## src/rtl/snn_pkg.sv

```systemverilog
// Shared definitions for the spiking-layer datapath: FSM state encoding and
// signed saturation bounds as constant functions of width.
package snn_pkg;

  typedef logic [0:0] state_t;

  localparam state_t ACC = 1'b0;
  localparam state_t OUT = 1'b1;

  function automatic int sat_max(input int width);
    return (1 << (width - 1)) - 1;
  endfunction

  function automatic int sat_min(input int width);
    return -(1 << (width - 1));
  endfunction

endpackage

```

## src/rtl/spike_accumulator_sat_add.sv

```systemverilog
// Combinational OUT_WIDTH signed add of accumulator and extended addend.
// Clamps when SPIKE_ACC_SATURATE_EN is defined, otherwise wraps (clamp = 0).
module sat_add
  import snn_pkg::*;
#(
  parameter int OUT_WIDTH = 12
) (
  input  logic signed [OUT_WIDTH-1:0] acc,
  input  logic signed [OUT_WIDTH-1:0] addend,
  output logic signed [OUT_WIDTH-1:0] result,
  output logic                        clamp
);

`ifdef SPIKE_ACC_SATURATE_EN
  localparam logic signed [31:0] MAX_V = sat_max(OUT_WIDTH);
  localparam logic signed [31:0] MIN_V = sat_min(OUT_WIDTH);

  // One guard bit makes the true sum of two OUT_WIDTH operands exact.
  logic signed [OUT_WIDTH:0] sum;
  logic signed [31:0]        sum_wide;

  assign sum      = {acc[OUT_WIDTH-1], acc} + {addend[OUT_WIDTH-1], addend};
  assign sum_wide = 32'(sum);

  // NOTE: every output gets a default first so always_comb never infers a latch.
  always_comb begin
    result = sum[OUT_WIDTH-1:0];
    clamp  = 1'b0;
    if (sum_wide > MAX_V) begin
      result = MAX_V[OUT_WIDTH-1:0];
      clamp  = 1'b1;
    end else if (sum_wide < MIN_V) begin
      result = MIN_V[OUT_WIDTH-1:0];
      clamp  = 1'b1;
    end
  end
`else
  assign result = acc + addend;
  assign clamp  = 1'b0;
`endif

endmodule

```

## src/rtl/spike_accumulator.sv

```systemverilog
// Frame accumulator of spike-gated signed weights with valid/ready on both sides.
// Optional clamping and sticky out_sat under SPIKE_ACC_SATURATE_EN.
module spike_accumulator
  import snn_pkg::*;
#(
  parameter int INP_WIDTH = 8,
  parameter int OUT_WIDTH = 12,
  parameter int NUM_IN    = 16
) (
  input  logic                        clk,
  input  logic                        rst,
  input  logic                        in_valid,
  output logic                        in_ready,
  input  logic signed [INP_WIDTH-1:0] in_data,
  input  logic                        in_spike,
  output logic                        out_valid,
  input  logic                        out_ready,
  output logic signed [OUT_WIDTH-1:0] out_data,
  output logic                        out_sat
);

  localparam int                 CNT_W = $clog2(NUM_IN);
  localparam logic [CNT_W-1:0]   LAST  = CNT_W'(NUM_IN - 1);

  state_t                        state;
  logic signed [OUT_WIDTH-1:0]   acc;
  logic        [CNT_W-1:0]       cnt;
  logic                          sticky;
  logic signed [OUT_WIDTH-1:0]   addend;
  logic signed [OUT_WIDTH-1:0]   next_acc;
  logic                          clamp;
  logic                          accept;

  assign addend = in_spike ? {{(OUT_WIDTH-INP_WIDTH){in_data[INP_WIDTH-1]}}, in_data}
                           : '0;

  sat_add #(.OUT_WIDTH(OUT_WIDTH)) u_sat_add (
    .acc    (acc),
    .addend (addend),
    .result (next_acc),
    .clamp  (clamp)
  );

  // Handshake flags decode the state register only; rst gates in_ready low.
  assign in_ready  = (state == ACC) && !rst;
  assign out_valid = (state == OUT);
  assign accept    = in_valid && (state == ACC);

  // NOTE: sequential state uses non-blocking assignments so every register
  // samples pre-edge values regardless of statement order.
  always_ff @(posedge clk or posedge rst) begin
    if (rst) begin
      state    <= ACC;
      acc      <= '0;
      cnt      <= '0;
      sticky   <= 1'b0;
      out_data <= '0;
      out_sat  <= 1'b0;
    end else begin
      case (state)
        ACC: begin
          if (accept) begin
            if (cnt == LAST) begin
              out_data <= next_acc;
              out_sat  <= sticky | clamp;
              acc      <= '0;
              cnt      <= '0;
              sticky   <= 1'b0;
              state    <= OUT;
            end else begin
              acc    <= next_acc;
              cnt    <= cnt + 1'b1;
              sticky <= sticky | clamp;
            end
          end
        end
        default: begin
          if (out_ready) state <= ACC;
        end
      endcase
    end
  end

endmodule

```

## config.mk

```make
export PLATFORM = sky130hd
export DESIGN_NAME = spike_accumulator
export DESIGN_NICKNAME = d
export VERILOG_FILES = /design/src/rtl/snn_pkg.sv /design/src/rtl/spike_accumulator_sat_add.sv /design/src/rtl/spike_accumulator.sv
export SDC_FILE = /design/constraint.sdc
export NUM_CORES = 1
export LEC_CHECK = 0
export CAP_MARGIN = 20
export CORE_UTILIZATION = 48
export DETAILED_ROUTE_END_ITERATION = 8
export PLACE_DENSITY = 0.76
export SLEW_MARGIN = 20
export SYNTH_ARGS = -nofsm -noshare
export SYNTH_HDL_FRONTEND = slang
export SYNTH_SLANG_ARGS = --single-unit
```

## constraint.sdc

```tcl
create_clock -name clk -period 2.3 [get_ports clk]
set_clock_uncertainty 0.1 [all_clocks]
set_input_delay 0.23 -clock clk [delete_from_list [all_inputs] [get_ports clk]]
set_output_delay 0.23 -clock clk [all_outputs]
set_load 0.005 [all_outputs]
```

# == Yosys cells after proc, flatten, opt, wreduce, memory -nomap -nowiden ==
# Index checks and enable logic that the tools add are counted.
# op_classes
add_sub_neg,2
n_eq_ne,1
muxes,7
bitwise,1
n_reduce_logical,5
# ops
op,count
$mux W12,2
$add A12 B12 Y12,1
$add A4 B1 Y4 const B,1
$eq A4 B4 Y1 const B,1
$mux W1,4
$mux W4,1
$reduce_and A3 Y1,1
$logic_and A1 B1 Y1,2
$reduce_and A2 Y1,1
$logic_not A1 Y1,1
$not A1 Y1,1
# word_totals
regBits,29
inputBits,13
wordCells,20

# == Logic depth before layout (Yosys ltp) ==
# depth
word_depth,4
depth_mapped,9
ltp_nobuf,9

# == Modules after synthesis ==
# Synthesis repeated with hierarchy kept, for this count alone.
# unflattened
hier_cells,153
area_unflattened_um2,1776.7
# by_module_without_submodules
module,n_inst,cells_per_inst,area_per_inst_um2,seq_area_each_um2
spike_accumulator,1,92,1262.5,775.7
sat_add,1,61,514.2,0.0

# == Least setup slack after synthesis ==
# OpenSTA, ideal clock, no wires.
# synth_timing
path_type,input -> register
from,input in_data[0]
to,register acc[8]
setup_ns,0.069
arrival_time_ns,2.235
path_slack_ns,-0.104
stages,9
path_buffers,0
cell_sequence,and2_2 > ha_1 > fa_1 > a21o_1 > a311oi_1 > o21bai_1 > mux2i_1 > or3_1 > nand3_1
# synth_between
elab_chain_len,3
# synth_rtl
element,line_no,text
"start, declared",spike_accumulator.sv:14,"input logic signed [INP_WIDTH-1:0] in_data,"
$mux W12,spike_accumulator.sv:34,"assign addend = in_spike ? {{(OUT_WIDTH-INP_WIDTH){in_data[INP_WIDTH-1]}}, in_data}"
$add A12 B12 Y12,spike_accumulator_sat_add.sv:38,assign result = acc + addend;
$mux W12,spike_accumulator.sv:63,if (cnt == LAST) begin
"end signal, assigned",spike_accumulator.sv:71,acc <= next_acc;
"end, declared",spike_accumulator.sv:26,logic signed [OUT_WIDTH-1:0] acc;
# Every way passes these cells.
# A chain may end at the register's enable or synchronous reset.

# == Worst setup path after layout ==
# layout_timing
from,register acc[0]
to,register acc[8]
# layout_between
elab_chain_len,2
# layout_rtl
element,line_no
$add A12 B12 Y12,spike_accumulator_sat_add.sv:38
$mux W12,spike_accumulator.sv:63
# Every way passes these cells.

==> impl_metrics.py <==
metrics = {
    "clock_tree": {
        "cts.sinks": 29,
        "cts.clk_slew.worst_paths_ns": 0.06,
        "clkLatencyLatePin_ns": 0.29,
        "holdBufCountCts": 0,
        "htreeDepth": 2,
        "clockBufferDepth": 2,
        "cts_buffers": 5,
        "root_buffer": "clkbuf_8",
        "cts_tree": "done",
    },
    "pwr": {
        "p_leak_uw": 0.00112,
        "powerDensity_mw_per_mm2": 1070,
        "max-vdd-ir-drop_mv": 0.666,
    },
    "die": {
        "die-area_mm2": 0.00401,
        "fp.dieW_um": 63.3,
        "core.rowCount": 21,
        "die_y_um": 63.3,
        "initial_core_util_pct": 52.0,
        "num_io_pins": 28,
        "core_area_mm2": 0.00347,
    },
    "worst_hold_path": {
        "worstHoldPathType": "input pin to asynchronous set/reset pin",
    },
    "layout": {
        "syn_to_final_growth_pct": 36.9,
        "seq_area_um2": 726,
        "final_cell_area_mm2": 0.00247,
        "multi_input_area_mm2": 0.00112,
        "layout-drive-gt1-share_pct": 25.6,
        "nets": 276,
        "finalNonFillerCells": 300,
        "fillers": 279,
        "n_antenna_cell": 0,
    },
    "worst_setup_path": {
        "critical_path_class": "flip-flop to flip-flop",
        "path_delay_family": "compound AO/OA/AOI/OAI gates",
        "crit_arrival_ns": 2.43,
        "r2r_cells": 8,
        "worstSetupEndpointType": "flip-flop",
        "crit_slowest_cell": "dfrtp_1",
        "crit_chain": "ha_4, fa_2, a21o_1, a311oi_4, o21bai_2, mux2i_2, or3_1, nand3_1",
        "critPathCapture": "acc[8]",
        "rrSetupSlack_ns": -0.009,
        "timing.rr.end": "acc[8]",
        "crit_start": "acc[0]",
        "required_ns": 2.43,
        "critPathBufInv": 0,
        "crit_path_start_kind": "flip-flop",
        "crit_cells": 8,
        "worst-path-max-fanout": 3,
        "r2r-start": "acc[0]",
        "critPathMaxStageDelay_ns": 0.41,
    },
    "grt": {
        "antenna_found_initial": 0,
        "grtUsageMet1_pct": 30.4,
        "grt_use_met2_pct": 37.4,
        "grt.total_usage_pct": 23.6,
        "grt.met3_usage_pct": 5.25,
        "grt_pass1_vias": 1518,
        "busiest_layer": "met2",
        "grt_max_degree": 30,
        "gr-total-overflow": 0,
        "grt_pass1_wl_um": 7080,
    },
    "synthesis": {
        "synth_warnings": 0,
        "yosys_register_bits": 29,
        "syn_avg_cell_area_um2": 8.98,
        "syn_nets": 223,
        "synthCells": 201,
        "synthArstFlopShare_pct": 100,
        "synth_enable_flop_cells": 0,
        "yosys.cell_types.count": 49,
        "synthFlopType": "dfrtp_1",
        "seq_area_frac_synth_pct": 40.2,
        "synth_area_mm2": 0.00180,
    },
    "drt": {
        "drc": 0,
        "wl_per_cell_um": 14.6,
        "vias": 1637,
        "drt-vias-per-instance": 5.46,
        "ant_nets": 0,
        "drt_iter0_markers": 61,
        "wirelength_um": 4380,
        "first_pass_iters": 4,
    },
    "placed_design": {
        "dpl.hpwl_um": 3110,
        "gp_congestion": 0.892,
        "place_ws_ns": -0.681,
        "place_area_mm2": 0.00226,
        "port_buffers": 26,
        "place_inst": 288,
    },
    "timing": {
        "hold_violations": 0,
        "tns_ns": -0.00852,
        "relSlewSlack_pct": 63.0,
        "finalSetupViolations": 1,
        "period_needed_ns": 2.31,
        "postLayoutSetupSlackWorst_ns": -0.00852,
        "max_freq_mhz": 433,
        "tightestPinTransition_ns": 0.554,
        "rsz0062_at_grt": "true",
        "slew_violations": 0,
        "period_share_pct": 100,
        "holdWs_ns": 0.270,
    },
    "run_status": {
        "violations": "negative setup slack",
        "status": "finished, violations left",
    },
    "job": {
        "cap_viol_max_count": 0,
    },
}
[per-stage QoR]
step                      util, %  power (uW)
after floorplan                 -        1570
after global routing         71.2        2840
after detailed placement     65.1        2060
after global placement       65.1        2030
after CTS                    68.6        2530
final                        71.2        2650
[cell families (layout without fill, tap and decap cells)]
kind of cell / after synthesis / in the layout / synth area share (%)
fa+ha+maj: 9 / 9 / 6.66
simple gates: 83 / 83 / 23.2
xor+xnor: 8 / 8 / 3.88
mux: 6 / 6 / 3.68
flops: 29 / 29 / 40.2
buf+inv: 12 / 65 / 3.19
other cells: 1 / 1 / 0.208
compound gates: 53 / 53 / 18.9
[area by class of cell]
type	count	area share, %
tap	46	2.33
multi-input combinational	160	45.4
sequential	29	29.4
inverter	4	0.608
timing repair buffer	54	18.8
clock buffer	7	3.50
[sequential cells by signal, indices dropped and copies added (netlist names)]
register   flops
out_valid      1
cnt            4
acc           12
out_data      12
[metal layers]
layer,vias to the layer above,routed length [um]
met2,29,2080
met1,789,2070
met5,-,0
li1,812,-
met4,0,77
met3,7,149
[worst min-delay path, stage by stage]
cell and delay [ns]:
clkdlybuf4s50_1 0.43, inv_1 0.07, buf_4 0.34
[where the power goes]
part	internal [uW]	leakage, uW	switching [uW]
clock network	237	0.0000443	191
registers	725	0.000368	201
logic	705	0.000708	590
total	1670	0.00112	982
[what timing repair did]
| action | CTS | global route |
|---|---|---|
| buffers inserted | 1 | 4 |
| resized for setup | 8 | 15 |
| endpoints found under the hold margin | 0 | 0 |
| setup endpoints to repair | 13 | 12 |
| pin swaps | 8 | 14 |
[layout by cell type, fill, tap and decap left out, drive strengths merged, types with 2 or more instances in the layout]
| cell | synthesis | final |
|---|---|---|
| nand2 | 33 | 33 |
| dfrtp | 29 | 29 |
| buf | 3 | 28 |
| clkdlybuf4s50 | 0 | 24 |
| o21ai | 22 | 22 |
| nand3 | 12 | 12 |
| a21oi | 10 | 10 |
| nor2 | 10 | 10 |
| and2 | 10 | 10 |
| clkbuf | 5 | 8 |
| ha | 8 | 8 |
| or3 | 7 | 7 |
| xnor2 | 5 | 5 |
| mux2 | 5 | 5 |
| inv | 4 | 4 |
| a21o | 4 | 4 |
| xor2 | 3 | 3 |
| and3 | 2 | 2 |
| a22o | 2 | 2 |
| nor2b | 2 | 2 |
| o31ai | 2 | 2 |
| a211oi | 2 | 2 |
| a221oi | 2 | 2 |
[cells in the mapped netlist (2+ instances only)]
cell type	instances	area (um2)
a21oi_1	10	50.1
o21ai_0	20	100
or3_1	6	37.5
a22o_1	2	17.5
xor2_1	3	26.3
a21o_1	4	30.0
and3_1	2	12.5
ha_1	8	100
and2_2	7	52.6
inv_1	4	15.0
nand2_1	33	124
nor2_1	10	37.5
xnor2_1	5	43.8
and2_1	2	12.5
nor2b_1	2	12.5
o31ai_1	2	15.0
dfrtp_1	29	726
mux2_2	5	56.3
o21ai_1	2	10.0
nand3_1	12	60.1
clkbuf_1	5	18.8
[how the worst min path moves through the flow]
stage / start / to / slack [ns] / depth (start not counted)
2_1_floorplan: rst / acc[0] / 0.21 / 1
4_1_cts: rst / cnt[3] / 0.29 / 3
5_1_grt: rst / acc[0] / 0.31 / 3
3_5_place_dp: out_data[10] / out_data[10] / 0.37 / 1
3_3_place_gp: out_data[4] / out_data[4] / 0.36 / 2
6_report: rst / acc[2] / 0.27 / 3
Note: power is estimated with default switching activity, not from simulation.
